## src/rtl/m1_pkg.sv

```systemverilog
// rtl/m1_pkg.sv - shared widths and state encoding for the m1 byte cipher
package m1_pkg;

    localparam int M1_BYTE_W = 8;
    localparam int M1_IDX_W  = $clog2(M1_BYTE_W);

    typedef enum logic [1:0] {
        ST_IDLE  = 2'd0,
        ST_SHIFT = 2'd1,
        ST_PAR   = 2'd2,
        ST_HOLD  = 2'd3
    } m1_state_t;

endpackage

```

## src/rtl/m1_parity.sv

```systemverilog
// rtl/m1_parity.sv - byte parity generator, odd or even selected by PAR_ODD
module m1_parity
    import m1_pkg::*;
#(
    parameter bit PAR_ODD = 1'b1
) (
    input  logic [M1_BYTE_W-1:0] data,
    output logic                 par
);

    // Odd parity inverts the XOR so byte plus parity bit carries an odd count of ones
    assign par = (^data) ^ PAR_ODD;

endmodule

```

## src/rtl/m1_byte_cipher.sv

```systemverilog
// rtl/m1_byte_cipher.sv - bit-serial byte cipher front end; M1_PARITY_EN adds the parity state
module m1_byte_cipher
    import m1_pkg::*;
#(
    parameter bit PAR_ODD = 1'b1
) (
    input  logic                 sysclk,
    input  logic                 reset,
    input  logic                 clear,
    input  logic                 in_valid,
    output logic                 in_ready,
    input  logic [M1_BYTE_W-1:0] in_data,
    input  logic                 in_mode,
    input  logic                 in_feed,
    input  logic                 in_par,
    input  logic                 ks_in,
    output logic                 ks_shift,
    output logic                 ser_out,
    output logic                 out_valid,
    input  logic                 out_ready,
    output logic [M1_BYTE_W-1:0] out_data,
    output logic                 out_par,
    output logic                 out_par_err,
    output logic                 busy
);

    localparam logic [M1_IDX_W-1:0] IDX_LAST = M1_IDX_W'(M1_BYTE_W - 1);

    m1_state_t             state;
    logic [M1_IDX_W-1:0]   idx;
    logic [M1_BYTE_W-1:0]  data_q;
    logic                  mode_q;
    logic                  feed_q;
    logic                  par_q;
    logic [M1_BYTE_W-1:0]  plain;
    logic                  par_bit;

    // Plaintext is the input byte when encrypting and the recovered byte when decrypting
    assign plain = mode_q ? out_data : data_q;

    m1_parity #(
        .PAR_ODD (PAR_ODD)
    ) u_parity (
        .data (plain),
        .par  (par_bit)
    );

    assign in_ready  = (state == ST_IDLE) && !clear && !reset;
    assign busy      = (state != ST_IDLE);
    assign out_valid = (state == ST_HOLD);
    // Clear kills the core advance in the same cycle, not one edge later
    assign ks_shift  = (state == ST_SHIFT) && !clear;

    // Plaintext bit i goes to the core when feeding; decrypt recovers it from the keystream first
    always_comb begin
        ser_out = 1'b0;
        if ((state == ST_SHIFT) && feed_q) begin
            ser_out = mode_q ? (data_q[idx] ^ ks_in) : data_q[idx];
        end
    end

    // Main sequencer: accept, shift eight bits LSB first, optional parity, hold for the sink
    always_ff @(posedge sysclk or posedge reset) begin
        if (reset) begin
            state    <= ST_IDLE;
            idx      <= '0;
            data_q   <= '0;
            mode_q   <= 1'b0;
            feed_q   <= 1'b0;
            par_q    <= 1'b0;
            out_data <= '0;
        end else if (clear) begin
            state <= ST_IDLE;
            idx   <= '0;
        end else begin
            case (state)
                ST_IDLE: begin
                    if (in_valid) begin
                        data_q <= in_data;
                        mode_q <= in_mode;
                        feed_q <= in_feed;
                        par_q  <= in_par;
                        idx    <= '0;
                        state  <= ST_SHIFT;
                    end
                end
                ST_SHIFT: begin
                    out_data[idx] <= data_q[idx] ^ ks_in;
                    if (idx == IDX_LAST) begin
                        idx <= '0;
`ifdef M1_PARITY_EN
                        state <= ST_PAR;
`else
                        state <= ST_HOLD;
`endif
                    end else begin
                        idx <= idx + M1_IDX_W'(1);
                    end
                end
`ifdef M1_PARITY_EN
                ST_PAR: begin
                    state <= ST_HOLD;
                end
`endif
                ST_HOLD: begin
                    if (out_ready) begin
                        state <= ST_IDLE;
                    end
                end
                default: begin
                    state <= ST_IDLE;
                end
            endcase
        end
    end

`ifdef M1_PARITY_EN
    logic out_par_q;
    logic out_par_err_q;

    // Parity uses the keystream bit without shifting; that bit is reused by the next byte's bit 0
    always_ff @(posedge sysclk or posedge reset) begin
        if (reset) begin
            out_par_q     <= 1'b0;
            out_par_err_q <= 1'b0;
        end else if (!clear && (state == ST_PAR)) begin
            if (mode_q) begin
                out_par_q     <= par_q ^ ks_in;
                out_par_err_q <= (par_q ^ ks_in) != par_bit;
            end else begin
                out_par_q     <= par_bit ^ ks_in;
                out_par_err_q <= 1'b0;
            end
        end
    end

    assign out_par     = out_par_q;
    assign out_par_err = out_par_err_q;
`else
    logic unused_par;

    // Without the parity state the parity path has no consumer
    assign unused_par  = ^{par_q, par_bit};
    assign out_par     = 1'b0;
    assign out_par_err = 1'b0;
`endif

endmodule

```

## config.mk

```make
export PLATFORM = sky130hd
export DESIGN_NAME = m1_byte_cipher
export DESIGN_NICKNAME = d
export VERILOG_FILES = /design/src/rtl/m1_pkg.sv /design/src/rtl/m1_parity.sv /design/src/rtl/m1_byte_cipher.sv
export SDC_FILE = /design/constraint.sdc
export NUM_CORES = 1
export LEC_CHECK = 0
export ABC_AREA = 1
export BUFFER_PORTS_ARGS = -buffer_cell sky130_fd_sc_hd__buf_4
export CAP_MARGIN = 20
export CORE_ASPECT_RATIO = 0.75
export CORE_MARGIN = 1
export CORE_UTILIZATION = 35
export DETAILED_ROUTE_END_ITERATION = 8
export GPL_TIMING_DRIVEN = 1
export MAX_ROUTING_LAYER = met4
export PLACE_DENSITY_LB_ADDON = 0.3
export SLEW_MARGIN = 30
export SYNTH_ARGS = -nofsm -noshare
export SYNTH_HDL_FRONTEND = slang
export SYNTH_SLANG_ARGS = --single-unit
export TNS_END_PERCENT = 10
```

## constraint.sdc

```tcl
create_clock -name sysclk -period 1.8 [get_ports sysclk]
set_input_delay 0.54 -clock sysclk [delete_from_list [all_inputs] [get_ports sysclk]]
set_output_delay 0.54 -clock sysclk [all_outputs]
set_load 0.02 [all_outputs]
```

==> results of run 1 <==
==> how the worst max path moves through the flow <==
stage,from,to,cells past startpoint
finish,idx[2],ser_out,11
CTS,idx[0],ser_out,12
floorplan,idx[0],ser_out,9
global route,idx[2],ser_out,11
detailed placement,idx[0],ser_out,12
global placement,idx[0],ser_out,12
==> worst max-delay path: stages, from the launching register on <==
cell	delay, ns
dfrtp_2	0.44
inv_2	0.06
nor2_2	0.12
nand3_1	0.09
nand2_2	0.11
inv_2	0.04
nand2_2	0.07
nand2_2	0.05
nand3_2	0.07
nand2_2	0.05
inv_2	0.05
buf_6	0.10
==> cell families after synthesis <==
family | count (synthesis) | share of synthesized area [%]
adder cells (fa/ha/maj) | 2 | 2.03
buffers and inverters | 27 | 8.92
AO/OA/AOI/OAI | 20 | 8.11
other | 1 | 0.304
multiplexers | 5 | 4.56
flip-flops | 23 | 46.7
AND/OR/NAND/NOR | 75 | 29.4
==> cell usage in the layout, fill, tap and decap left out, drive strengths merged <==
cell	Yosys	final
inv	24	24
a21oi	7	7
o21ai	13	13
clkbuf	0	4
mux2	5	5
or2	2	2
nand3	14	14
dfrtp	23	23
nor2	22	22
conb	1	2
buf	3	46
nand3b	1	1
ha	2	2
nand2	36	36
==> what timing repair did <==
item,CTS,global route
setup endpoints to repair,1,10
resized for setup,7,29
pin swaps,5,12
setup buffers,8,4
==> power groups by stage <==
stage	Combinational (mW)	Sequential (mW)	Clock, mW
final	1.49	0.859	0.318
after detailed placement	1.16	0.841	0
after CTS	1.36	0.836	0.334
after global placement	1.14	0.830	0
after global routing	1.66	0.885	0.352
after floorplan	0.721	0.864	0
==> sequential cells by signal, summed over array words and instances (netlist names) <==
signal,cells
out_data,8
idx,3
feed_q,1
mode_q,1
state,2
data_q,8
==> metal layers <==
metal / part of all wire, % / wire length, µm / GRT usage [%] / vias to the layer above
li1: - / - / - / 571
met1: 46 / 1270 / 20.4 / 498
met2: 49 / 1370 / 26.4 / 24
met3: 4.4 / 122 / 4.19 / 2
met4: 0.25 / 7 / 3.00 / 0
met5: 0 / 0 / - / -
==> area by class of cell <==
type / instances / share of cell area [%]
clock buffer: 4 / 2.55
inverter: 24 / 5.24
tap: 40 / 2.83
multi-input combinational: 104 / 36.6
timing repair buffer: 46 / 20.0
sequential: 23 / 32.8
==> out/metrics.yaml, run 1 <==
setup_path:
  r2r-end: "out_data[0]"
  cp_max_fo: 4
  rr_startpoint: "idx[2]"
  crit_arrival_ns: 1.52
  worstRegToRegCells: 16
  cp-end-kind: "output pin"
  required_ns: 1.26
  critPathLaunchType: "flip-flop"
  r2r_slack_ns: -0.14
  crit_type: "reg -> out"
cts:
  cts_tree: "built"
  htreeDepth: 1
  cts_root_buf: "clkbuf_8"
  numCtsBuffers: 3
  clock_latency_ns: 0.27
  clkTransAtPathRegs_ns: 0.08
  cts_sinks: 23
  clockBufferDepth: 2
  ctsHoldBuffers: 0
timing:
  period_minus_slack_ns: 2.06
  finalSetupTns_ns: -1.27
  hold_violations: 0
  drv_slew: 0
  worst_slack_ns: -0.262
  fmax_mhz: 485
  fin_crit_sh_pct: 115
  holdWs_ns: 0.317
  setup_violations: 9
  final.setup_skew_ns: 0.0103
  rsz0062_at_grt: "true"
logic_synthesis:
  synth.most_common_cell: "nand2_1"
  yosysWarnings: 0
  synth_top_area_cell: "dfrtp_1"
  syn_area_per_cell_um2: 8.06
  synth-edff-count: 0
  synth_top_cells_by_count: "nand2_1, dfrtp_1, inv_1, nor2_1"
  yosysTopAreaCellShare_pct: 46.7
  syn-cell-area_mm2: 0.00123
  ys_seq_area_share_pct: 46.7
  synth-async-reset-ratio_pct: 100
  synthFlopType: "dfrtp_1"
  syn_inst: 153
  ys_seq_elements: 23
  synthTopCellsByArea: "dfrtp_1, nand2_1, inv_1"
  synth_cell_types: 20
route:
  drc: 4
  via_count: 1095
  via_per_inst: 4.54
  drt_iter0_drc: 69
  wl_per_cell_um: 11.5
  postRouteAntennaNets: 0
  drt-total-wl_mm: 2.77
  drtPass1Iterations: 6
floorplanning:
  die_y_um: 53.4
  ios: 32
  fp.dieW_um: 70.6
  rows: 18
  core_mm2: 0.00333
  dieArea_mm2: 0.00377
  start_util_pct: 37.0
worst_hold_path:
  hold_class: "in -> async"
power_and_ir_drop:
  p_comb_share_pct: 55.9
  net-switching-power_mw: 1.11
  p_leak_nw: 0.932
  power_mw: 2.67
  swShare_pct: 41.6
  ir_drop_uv: 618
  p_int_mw: 1.56
  powerDensity_mw_per_mm2: 1510
  p_seq_share_pct: 32.2
  clkPwrFrac_pct: 11.9
layout:
  multi_input_area_um2: 647
  antenna_cells: 0
  final_cell_area_mm2: 0.00177
  n_fill_cell: 326
  final_nets: 221
  regArea_um2: 579
  drive_gt1_share_pct: 47.8
  postLayoutCoreUtil_pct: 53.0
  final_cells: 241
  area_growth_pct: 43.2
placed_design:
  gp_congestion: 0.852
  dpl_cell_area_mm2: 0.00153
  port_buffers: 28
  dp.cells: 226
  dp.final_hpwl_mm: 1.87
  dp_slack_ns: -0.00723
run:
  max-cap-violations: 0
global_routing:
  grt_overflow_total: 0
  grt_start_max_net_pins: 24
  grt_pass1_wl_mm: 4.48
  grt_pass1_vias: 1025
  grt_use_total_pct: 16.0
  antenna_found_initial: 0
outcome:
  status: "finished with violations"
  violations: "design-rule violations, negative setup slack"
No activity file was read; power rests on OpenSTA's default activity.
==> run 2: changes to the inputs <==
--- a/config.mk
+++ b/config.mk
@@ -14,7 +14,6 @@
 export DETAILED_ROUTE_END_ITERATION = 8
 export GPL_TIMING_DRIVEN = 1
 export MAX_ROUTING_LAYER = met4
-export PLACE_DENSITY_LB_ADDON = 0.3
 export SLEW_MARGIN = 30
 export SYNTH_ARGS = -nofsm -noshare
 export SYNTH_HDL_FRONTEND = slang
==> run 2 against run 1 <==
  * Wire length increased by 8.7%
  * Via count increased by 6.9%
  * Sequential power decreased by 0.9%
  * Utilization up 1.0 points
  * Total power up 1.4%
  * Setup slack worse by 0.0086 ns
  * Largest cell class unchanged
  * Clock skew shrank 0.0049 ns
  * The flow still finishes with violations (design-rule violations, negative setup slack)
  * Final area increased by 1.9%
  * Critical path depth is 1 lower
  * Critical endpoint unchanged
==> out/metrics.yaml, run 2 (synthesized netlist as in run 1, its figures left out) <==
outcome:
  status: "finished with violations"
  violations: "design-rule violations, negative setup slack"
setup_path:
  required_ns: 1.26
  cp-end-kind: "output pin"
  crit_buf_inv: 3
  worstRegToRegCells: 13
  rr_startpoint: "idx[2]"
  crit_type: "reg -> out"
  r2r-end: "idx[2]"
  slowest_delay_ns: 0.47
  r2r_slack_ns: -0.26
  critPathLaunchType: "flip-flop"
  crit_chain: "nor2_2 -> nand3_2 -> nand2_4 -> inv_2 -> nand2_2 -> nand2_2 -> nand3_2 -> nand2_2 -> inv_2 -> buf_6"
  path_delay_family: "simple AND/OR/NAND/NOR gates"
  crit_slowest_cell: "dfrtp_2"
  cp_max_fo: 5
  cpMostUsedCell: "nand2_2"
  crit_arrival_ns: 1.53
route:
  drt-total-wl_mm: 3.01
  via_count: 1171
  via_per_inst: 4.72
  postRouteAntennaNets: 0
  drtPass1Iterations: 6
  wl_per_cell_um: 12.1
  drt_iter0_drc: 37
  drc: 2
power_and_ir_drop:
  clkPwrFrac_pct: 11.9
  p_seq_share_pct: 31.5
  p_leak_nw: 0.946
  p_int_mw: 1.58
  ir_drop_uv: 526
  swShare_pct: 41.5
  p_comb_share_pct: 56.6
  net-switching-power_mw: 1.12
  powerDensity_mw_per_mm2: 1500
layout:
  drive_gt1_share_pct: 47.6
  largestRegisters: "data_q: 8 flops, out_data: 8 flops, idx: 3 flops"
  final_cell_mix: "buf_4, nand2_1, dfrtp_1"
  multi_input_area_um2: 631
  final_common_cell: "buf_4"
  regArea_um2: 579
  n_fill_cell: 318
  final_cell_area_mm2: 0.00180
  final_nets: 228
  area_growth_pct: 45.9
  antenna_cells: 0
  final_cells: 248
timing:
  final.setup_skew_ns: 0.00546
  worst_slack_ns: -0.271
  fmax_mhz: 483
  period_minus_slack_ns: 2.07
  holdWs_ns: 0.319
  drv_slew: 0
  setup_violations: 10
  finalSetupTns_ns: -2.18
  fin_crit_sh_pct: 115
  hold_violations: 0
  rsz0062_at_grt: "true"
floorplanning:
  fp.dieW_um: 70.6
  rows: 18
  ios: 32
  die_y_um: 53.4
  start_util_pct: 37.0
  core_mm2: 0.00333
  dieArea_mm2: 0.00377
global_routing:
  grt_start_max_net_pins: 24
  grt_overflow_total: 0
  grt_pass1_vias: 1116
  grt_pass1_wl_mm: 4.92
  grt_use_total_pct: 17.6
  antenna_found_initial: 0
placed_design:
  dp.cells: 226
  port_buffers: 28
  dpl_cell_area_mm2: 0.00153
  dp.final_hpwl_mm: 1.99
  gp_congestion: 0.851
  dp_slack_ns: -0.00417
cts:
  htreeDepth: 1
  ctsHoldBuffers: 0
  cts_sinks: 23
  clockBufferDepth: 2
  cts_root_buf: "clkbuf_8"
  cts_tree: "built"
  numCtsBuffers: 3
  clock_latency_ns: 0.26
  clkTransAtPathRegs_ns: 0.08
run:
  max-cap-violations: 0
worst_hold_path:
  hold_class: "in -> async"
[run 2: power groups by stage]
stage / sequential, mW / combinational (mW) / clock (mW)
floorplan: 0.864 / 0.721 / 0
global placement: 0.830 / 1.15 / 0
detailed placement: 0.838 / 1.18 / 0
CTS: 0.845 / 1.42 / 0.336
global route: 0.882 / 1.68 / 0.365
finish: 0.851 / 1.53 / 0.322
[run 2: tightest hold or removal path: stages]
cell	delay (ns)
buf_4	0.11
inv_1	0.04
buf_4	0.29
[run 2: worst max path at each step]
stage,startpoint,to,slack [ns],depth (start not counted)
global placement,idx[0],ser_out,0.007,12
CTS,idx[0],ser_out,-0.27,10
detailed placement,idx[2],ser_out,-0.004,10
global route,idx[2],ser_out,-0.36,11
floorplan,idx[0],ser_out,0.08,9
finish,idx[2],ser_out,-0.27,10
[run 2: repair_timing]
| action | in CTS | in global routing |
|---|---|---|
| endpoints found under the setup margin | 1 | 12 |
| pin swaps | 8 | 6 |
| buffers inserted | 18 | 0 |
| resized for setup | 14 | 16 |
[run 2: per-layer routing]
metal,global-route usage [%],up-vias,wire length (µm)
li1,-,589,-
met1,21.1,547,1340
met2,29.1,29,1480
met3,4.76,6,135
met4,6.00,0,58
met5,-,-,0
[run 2: through the flow]
step | util [%] | power [mW]
2_1_floorplan | - | 1.59
3_3_place_gp | 45.9 | 1.98
3_5_place_dp | 45.9 | 2.01
4_1_cts | 52.2 | 2.60
5_1_grt | 54.0 | 2.93
6_report | 54.0 | 2.70
[run 2: cell type report]
type | count | share of cell area [%]
flip-flops and latches | 23 | 32.2
inverters | 24 | 5.14
well taps | 40 | 2.78
clock buffers | 3 | 2.29
clock inverters | 1 | 0.278
repair buffers | 53 | 22.3
multi-input cells | 104 | 35.0
